==> src/rtl/mem_arb_pkg.sv <==
// Shared encodings for the unified-memory arbiter and its protocol checker.
package mem_arb_pkg;

  localparam int unsigned LAT_W = 4;

  typedef enum logic [1:0] {
    IDLE  = 2'd0,
    ISSUE = 2'd1,
    WAIT  = 2'd2,
    RESP  = 2'd3
  } arbState_e;

  typedef enum logic {
    OWN_IF = 1'b0,
    OWN_DM = 1'b1
  } owner_e;

endpackage

==> src/rtl/mem_arb_chk.sv <==
// Protocol checker for the memory arbiter: raises a sticky err on requester
// misbehaviour (dual rd/wr, dropped or moving request, unaligned address).
module mem_arb_chk
  import mem_arb_pkg::*;
#(
  parameter int unsigned AW = 16
) (
  input  logic          clk,
  input  logic          rst,
  input  logic          dmRd,
  input  logic          dmWr,
  input  logic          ifReq,
  input  logic [AW-1:0] ifAddr,
  input  logic [AW-1:0] dmAddr,
  input  logic          busy,
  input  owner_e        owner,
  input  logic [AW-1:0] grantAddr,
  output logic          err
);

  logic          reqHeld;
  logic [AW-1:0] reqAddr;
  logic          violation;

  assign reqHeld = (owner == OWN_DM) ? (dmRd | dmWr) : ifReq;
  assign reqAddr = (owner == OWN_DM) ? dmAddr : ifAddr;

  // Granted request must stay asserted, stable and word-aligned until done.
  assign violation = (dmRd & dmWr)
                   | (busy & (~reqHeld | (reqAddr != grantAddr) | grantAddr[0]));

  always_ff @(posedge clk or negedge rst) begin
    if (!rst) begin
      err <= 1'b0;
    end else if (violation) begin
      err <= 1'b1;
    end
  end

endmodule

==> src/rtl/mem_arbiter.sv <==
// Fixed-priority (data over fetch) arbiter/sequencer for the shared memory.
// Define MEM_ARB_CHECK_EN to instantiate the protocol checker driving err.
module mem_arbiter
  import mem_arb_pkg::*;
#(
  parameter int unsigned LAT = 2,
  parameter int unsigned AW  = 16,
  parameter int unsigned DW  = 16
) (
  input  logic          clk,
  input  logic          rst,
  input  logic          if_req,
  input  logic [AW-1:0] if_addr,
  output logic [DW-1:0] if_rdata,
  output logic          if_done,
  output logic          if_stall,
  input  logic          dm_rd,
  input  logic          dm_wr,
  input  logic [AW-1:0] dm_addr,
  input  logic [DW-1:0] dm_wdata,
  output logic [DW-1:0] dm_rdata,
  output logic          dm_done,
  output logic          dm_stall,
  input  logic          halt,
  output logic          mem_en,
  output logic          mem_wr,
  output logic [AW-1:0] mem_addr,
  output logic [DW-1:0] mem_wdata,
  input  logic [DW-1:0] mem_rdata,
  output logic          err
);

  arbState_e        state;
  arbState_e        stateNext;
  owner_e           owner;
  owner_e           grantOwner;
  logic             grant;
  logic             dmReq;
  logic [LAT_W-1:0] cnt;
  logic [LAT_W-1:0] cntDec;

  assign dmReq  = dm_rd | dm_wr;
  assign cntDec = cnt - LAT_W'(1);

  // Next-state and grant decode; arbitration happens only in IDLE.
  always_comb begin
    stateNext  = state;
    grant      = 1'b0;
    grantOwner = OWN_IF;
    case (state)
      IDLE: begin
        if (dmReq) begin
          grant      = 1'b1;
          grantOwner = OWN_DM;
          stateNext  = ISSUE;
        end else if (if_req && !halt) begin
          grant      = 1'b1;
          grantOwner = OWN_IF;
          stateNext  = ISSUE;
        end
      end
      ISSUE:   stateNext = (LAT == 1) ? RESP : WAIT;
      WAIT:    if (cntDec == '0) stateNext = RESP;
      RESP:    stateNext = IDLE;
      default: stateNext = IDLE;
    endcase
  end

  always_ff @(posedge clk or negedge rst) begin
    if (!rst) begin
      state <= IDLE;
    end else begin
      state <= stateNext;
    end
  end

  // Latency counter: holds the remaining WAIT cycles, exits when it reaches 0.
  always_ff @(posedge clk or negedge rst) begin
    if (!rst) begin
      cnt <= '0;
    end else if (state == ISSUE) begin
      cnt <= LAT_W'(LAT - 1);
    end else if (state == WAIT) begin
      cnt <= cntDec;
    end
  end

  // Access descriptor captured on grant; a dual rd/wr request is a write.
  always_ff @(posedge clk or negedge rst) begin
    if (!rst) begin
      owner     <= OWN_IF;
      mem_addr  <= '0;
      mem_wdata <= '0;
      mem_wr    <= 1'b0;
    end else if (grant) begin
      owner     <= grantOwner;
      mem_addr  <= (grantOwner == OWN_DM) ? dm_addr : if_addr;
      mem_wdata <= (grantOwner == OWN_DM) ? dm_wdata : '0;
      mem_wr    <= (grantOwner == OWN_DM) && dm_wr;
    end
  end

  // Strobes registered from the next state so they align with ISSUE/RESP.
  always_ff @(posedge clk or negedge rst) begin
    if (!rst) begin
      mem_en  <= 1'b0;
      if_done <= 1'b0;
      dm_done <= 1'b0;
    end else begin
      mem_en  <= (stateNext == ISSUE);
      if_done <= (stateNext == RESP) && (owner == OWN_IF);
      dm_done <= (stateNext == RESP) && (owner == OWN_DM);
    end
  end

  assign if_rdata = if_done ? mem_rdata : '0;
  assign dm_rdata = dm_done ? mem_rdata : '0;
  assign if_stall = if_req & ~if_done;
  assign dm_stall = dmReq & ~dm_done;

`ifdef MEM_ARB_CHECK_EN
  logic busy;
  assign busy = (state == ISSUE) || (state == WAIT);

  mem_arb_chk #(
    .AW(AW)
  ) u_chk (
    .clk      (clk),
    .rst      (rst),
    .dmRd     (dm_rd),
    .dmWr     (dm_wr),
    .ifReq    (if_req),
    .ifAddr   (if_addr),
    .dmAddr   (dm_addr),
    .busy     (busy),
    .owner    (owner),
    .grantAddr(mem_addr),
    .err      (err)
  );
`else
  assign err = 1'b0;
`endif

endmodule

==> config.mk <==
export PLATFORM = sky130hd
export DESIGN_NAME = mem_arbiter
export DESIGN_NICKNAME = d
export VERILOG_FILES = /design/src/rtl/mem_arb_pkg.sv /design/src/rtl/mem_arb_chk.sv /design/src/rtl/mem_arbiter.sv
export SDC_FILE = /design/constraint.sdc
export NUM_CORES = 1
export LEC_CHECK = 0
export ABC_AREA = 1
export BUFFER_PORTS_ARGS = -buffer_cell sky130_fd_sc_hd__buf_2
export CORE_ASPECT_RATIO = 0.7
export CORE_MARGIN = 2
export CORE_UTILIZATION = 47
export CTS_CLUSTER_DIAMETER = 80
export CTS_CLUSTER_SIZE = 16
export DETAILED_ROUTE_END_ITERATION = 10
export PLACE_DENSITY = 0.93
export SLEW_MARGIN = 20
export SYNTH_ARGS = -nofsm -noshare
export SYNTH_HDL_FRONTEND = slang
export SYNTH_SLANG_ARGS = --single-unit
==> constraint.sdc <==
create_clock -name clk -period 2.7 [get_ports clk]
set_input_delay 0.54 -clock clk [delete_from_list [all_inputs] [get_ports clk]]
set_output_delay 0.54 -clock clk [all_outputs]
set_load 0.01 [all_outputs]
# Word level (Yosys, flattened, before mapping)
# Cells that the tools add are included.
# word_totals
regBits	43
out_inout_bits	71
word_cells	44
# op_classes
n_addsub	1
n_eq_ne	5
n_mux	15
bitwise	6
reduce_logical	8
# op_table
cell	count
16-bit two-way mux	4
4-bit two-way mux	2
2-bit case mux with 4 select lines	1
2-bit equality test, second input constant	3
2-bit two-way mux	3
1-bit two-way mux	5
2-bit by 1-bit equality test with 1-bit output, second input constant	2
1-bit logical AND	4
4-bit logical NOT	1
4-bit by 1-bit subtractor with 4-bit output, second input constant	1
1-bit inverter	3
1-bit AND	2
2-bit logical NOT	1
2-bit nonzero test	1
1-bit logical NOT	1
1-bit OR	1

# Longest topological paths before layout
# depth
word_depth	7
mapped_depth	12

# Worst setup path before layout
# No wires, ideal clock.
# synth_path
kind	in2out
start	input dm_rd
end	output dm_stall
t_arrival_ps	1181
required_ps	2160
setup_slack_ps	979
stages	4
path_buffers	2
path_cell_list	nor2_4 buf_4 buf_2 nor2_1
# synth_via
elab_chain_cells	2
# synth_rtl
item	line_no	text
start, declared	mem_arbiter.sv:17	input logic dm_rd,
1-bit OR	mem_arbiter.sv:42	assign dmReq = dm_rd | dm_wr;
1-bit AND	mem_arbiter.sv:119	assign dm_stall = dmReq & ~dm_done;
end, declared	mem_arbiter.sv:23	output logic dm_stall,
# Every way passes these cells.

# Final worst setup path
# layout_path
start	register dm_done
end	output dm_rdata[3]
# layout_via
elab_chain_cells	1
# layout_rtl
item	line_no	text
start, declared	mem_arbiter.sv:22	output logic dm_done,
start signal, assigned	mem_arbiter.sv:112	dm_done <= (stateNext == RESP) && (owner == OWN_DM);
16-bit two-way mux	mem_arbiter.sv:117	assign dm_rdata = dm_done ? mem_rdata : '0;
end, declared	mem_arbiter.sv:21	output logic [DW-1:0] dm_rdata,
# Every way passes these cells.

==> run_results.csv <==
group,metric,value,unit
grt,grt_pass1_vias,2104,
sta,slew_viol_final,0,
setup_path,worstRegToRegCells,7,
floorplanning,start_util,48.8,%
sta,slew_headroom,37.3,%
cells_and_area,diodes,0,
pwr,ir_drop,0.475,mV
logic_synthesis,synthesis.area,2340,sq um
setup_path,critPathMaxStageDelay,0.66,ns
setup_path,cp_max_fo,18,
cells_and_area,fin_cells,492,
clock_network,cts.htree.levels,2,
logic_synthesis,yosysWarningCount,0,
routing,wire_per_inst,11.6,um
cells_and_area,fin_nets,497,
setup_path,cp-startpoint,"dm_done$_DFF_PN0_",
placed_design,numPortBuffers,139,
sta,period_minus_slack,1.80,ns
setup_path,reg2reg_from,"state[0]$_DFF_PN0_",
routing,first_pass_iters,4,
routing,viasPerCell,4.57,
sta,fin_setup_tns,0,ns
logic_synthesis,synth_top_area_share,46.1,%
pwr,power.density,1070,nW/um^2
clock_network,post-cts-setup-buffers,0,
grt,gr-usage-all-layers,20.2,%
floorplanning,core_area,4780,sq um
clock_network,cts_buffers,5,
setup_path,slowest_stage,"dfrtp_1",
grt,overflow,0,
sta,worstMarginPinSlew,0.941,ns
clock_network,clkSinkCount,43,
cells_and_area,final_cell_mix,"buf_2, inv_1, nand2_1",
sta,finalHoldViolCount,0,
setup_path,arrival,1.26,ns
clock_network,hold_buffers,0,
setup_path,cp_num_cells,3,
sta,setup_viol,0,
clock_network,cts_tree,"done",
placed_design,dp_hpwl,4.51,mm
setup_path,crit_type,"reg -> out",
cells_and_area,final_common_cell,"buf_2",
placed_design,place_congestion,0.852,
logic_synthesis,synth_seq_area_share,46.1,%
setup_path,crit_chain,"nand2_1 -> inv_1 -> buf_2",
clock_network,clk_pin_slew,0.09,ns
grt,grt_max_degree,44,
logic_synthesis,synth_area_leaders,"dfrtp_1, inv_1, nand2_1, o22ai_2, o21ai_0",
logic_synthesis,synth_cells,288,
sta,rsz0062_at_grt,"no",
routing,first_iter_violations,96,
clock_network,cts_root_buffer,"clkbuf_8",
sta,post-route-period-util,66.5,%
logic_synthesis,synth-seq-cells,43,
pwr,leakage,2.01,nW
grt,grt_pass1_wl,8.95,mm
logic_synthesis,syn_nets,363,
setup_path,cp-endpoint,"dm_rdata[3]",
logic_synthesis,synth_top_area_cell,"dfrtp_1",
clock_network,post_cts_resized,0,
floorplanning,fp-row-count,21,
grt,antenna_found_initial,0,
min_path,holdCritPathClass,"in -> async",
flow_run,maxCapViolations,0,
floorplanning,top_level_ports,141,
routing,routed_wl,5.70,mm
cells_and_area,area_delta_synth_final,37.0,%
sta,skew,0.00904,ns
floorplanning,die_area,5560,sq um
setup_path,start_kind,"flop",
logic_synthesis,ys_types,22,
setup_path,r2r_end,"mem_addr[13]$_DFFE_PN0P_",
floorplanning,die_w,88.3,um
routing,drcViolationCount,0,
floorplanning,fp.dieH,63.0,um
clock_network,clkLatencyLatePin,0.29,ns
routing,antenna_left,0,
routing,num_vias,2248,
clock_network,clockBufferDepth,2,
cells_and_area,drive_gt1_share,42.8,%
setup_path,r2r_setup_slack,1.00,ns
sta,max_freq,557,MHz
logic_synthesis,postSynthAreaPerCell,8.11,sq um
setup_path,cp_data_required_time,2.16,ns
setup_path,end_kind,"output pin",
setup_path,crit_family,"flip-flops",
placed_design,place_inst,484,
setup_path,critical_path_buf_inv_count,2,
run_status,status,"finished clean",
## how the worst min path moves through the flow
stage	endpoint	cells past startpoint	slack, ns	startpoint
finish	mem_wdata[1]$_DFFE_PN0P_	1	0.38	rst
floorplan	cnt[0]$_DFFE_PN0P_	0	0.24	rst
global route	mem_wdata[11]$_DFFE_PN0P_	3	0.45	dm_wdata[11]
CTS	mem_addr[11]$_DFFE_PN0P_	1	0.41	rst
detailed placement	if_done$_DFF_PN0_	1	0.42	owner$_DFFE_PN0P_
global placement	if_done$_DFF_PN0_	1	0.41	owner$_DFFE_PN0P_
## cells by family (layout without fill, tap and decap cells)
| logic type | after synthesis | after routing | synth area share (%) |
|---|---|---|---|
| flip-flops | 43 | 43 | 46.1 |
| AND/OR/NAND/NOR | 91 | 91 | 15.5 |
| buffers and inverters | 92 | 227 | 16.2 |
| other | 1 | 1 | 0.161 |
| AO/OA/AOI/OAI | 56 | 56 | 19.4 |
| adder cells (fa/ha/maj) | 5 | 5 | 2.68 |
## registers in the layout, summed over array words and instances, names as in the netlist
signal     cells
mem_wr         1
mem_en         1
mem_wdata     16
if_done        1
dm_done        1
cnt            4
mem_addr      16
owner          1
state          2
## cell type report
class,instances,area (sq um)
Sequential cell,43,1080
Fill cell,389,1580
Multi-Input combinational cell,153,882
Timing Repair Buffer,142,731
Inverter,77,289
Clock inverter,3,67.6
Tap cell,69,86.3
Clock buffer,5,68.8
## cell usage after synthesis
cell,number
clkbuf_1,4
buf_6,1
dfrtp_1,43
o21ai_1,6
buf_4,5
nor2_2,1
o21ai_2,10
o22ai_2,16
a21oi_4,1
o21ai_0,18
ha_1,5
or2_4,1
a21oi_1,1
inv_1,77
nand2_1,63
o22ai_1,4
conb_1,1
or2_2,1
nor2_1,22
nand3_1,2
nor2_4,1
buf_2,5
## layer usage
layer | routed length, um | vias to the layer above | track usage [%]
met5 | 0 | - | 0
met4 | 23 | 0 | 4.17
met3 | 399 | 4 | 5.02
met2 | 3030 | 87 | 39.4
met1 | 2250 | 1034 | 21.5
li1 | - | 1123 | -
## worst reg2reg max path: stages, from the launching register on
cell and delay (ns):
dfrtp_1 0.38, inv_1 0.12, ha_1 0.21, inv_1 0.12, a21oi_4 0.28, buf_12 0.27, o21ai_1 0.13, o22ai_2 0.11
## stage by stage
stage / hold slack [ns] / util [%] / setup WS [ns] / total power [W] / instance area (sq um)
final: 0.379 / 66.9 / 0.904 / 0.00341 / 3200
after global placement: 0.410 / 64.1 / 0.967 / 0.00275 / 3060
after global routing: 0.452 / 66.9 / 0.768 / 0.00368 / 3200
after detailed placement: 0.418 / 64.1 / 0.919 / 0.00284 / 3060
after floorplan: 0.244 / - / 0.979 / 0.00226 / 2340
after CTS: 0.411 / 66.9 / 0.897 / 0.00344 / 3200
## power breakdown
group | internal [W] | switching, W
Sequential | 0.000947 | 0.000194
Combinational | 0.000699 | 0.000978
Clock | 0.000369 | 0.000224
No activity file was read; power rests on OpenSTA's default activity.
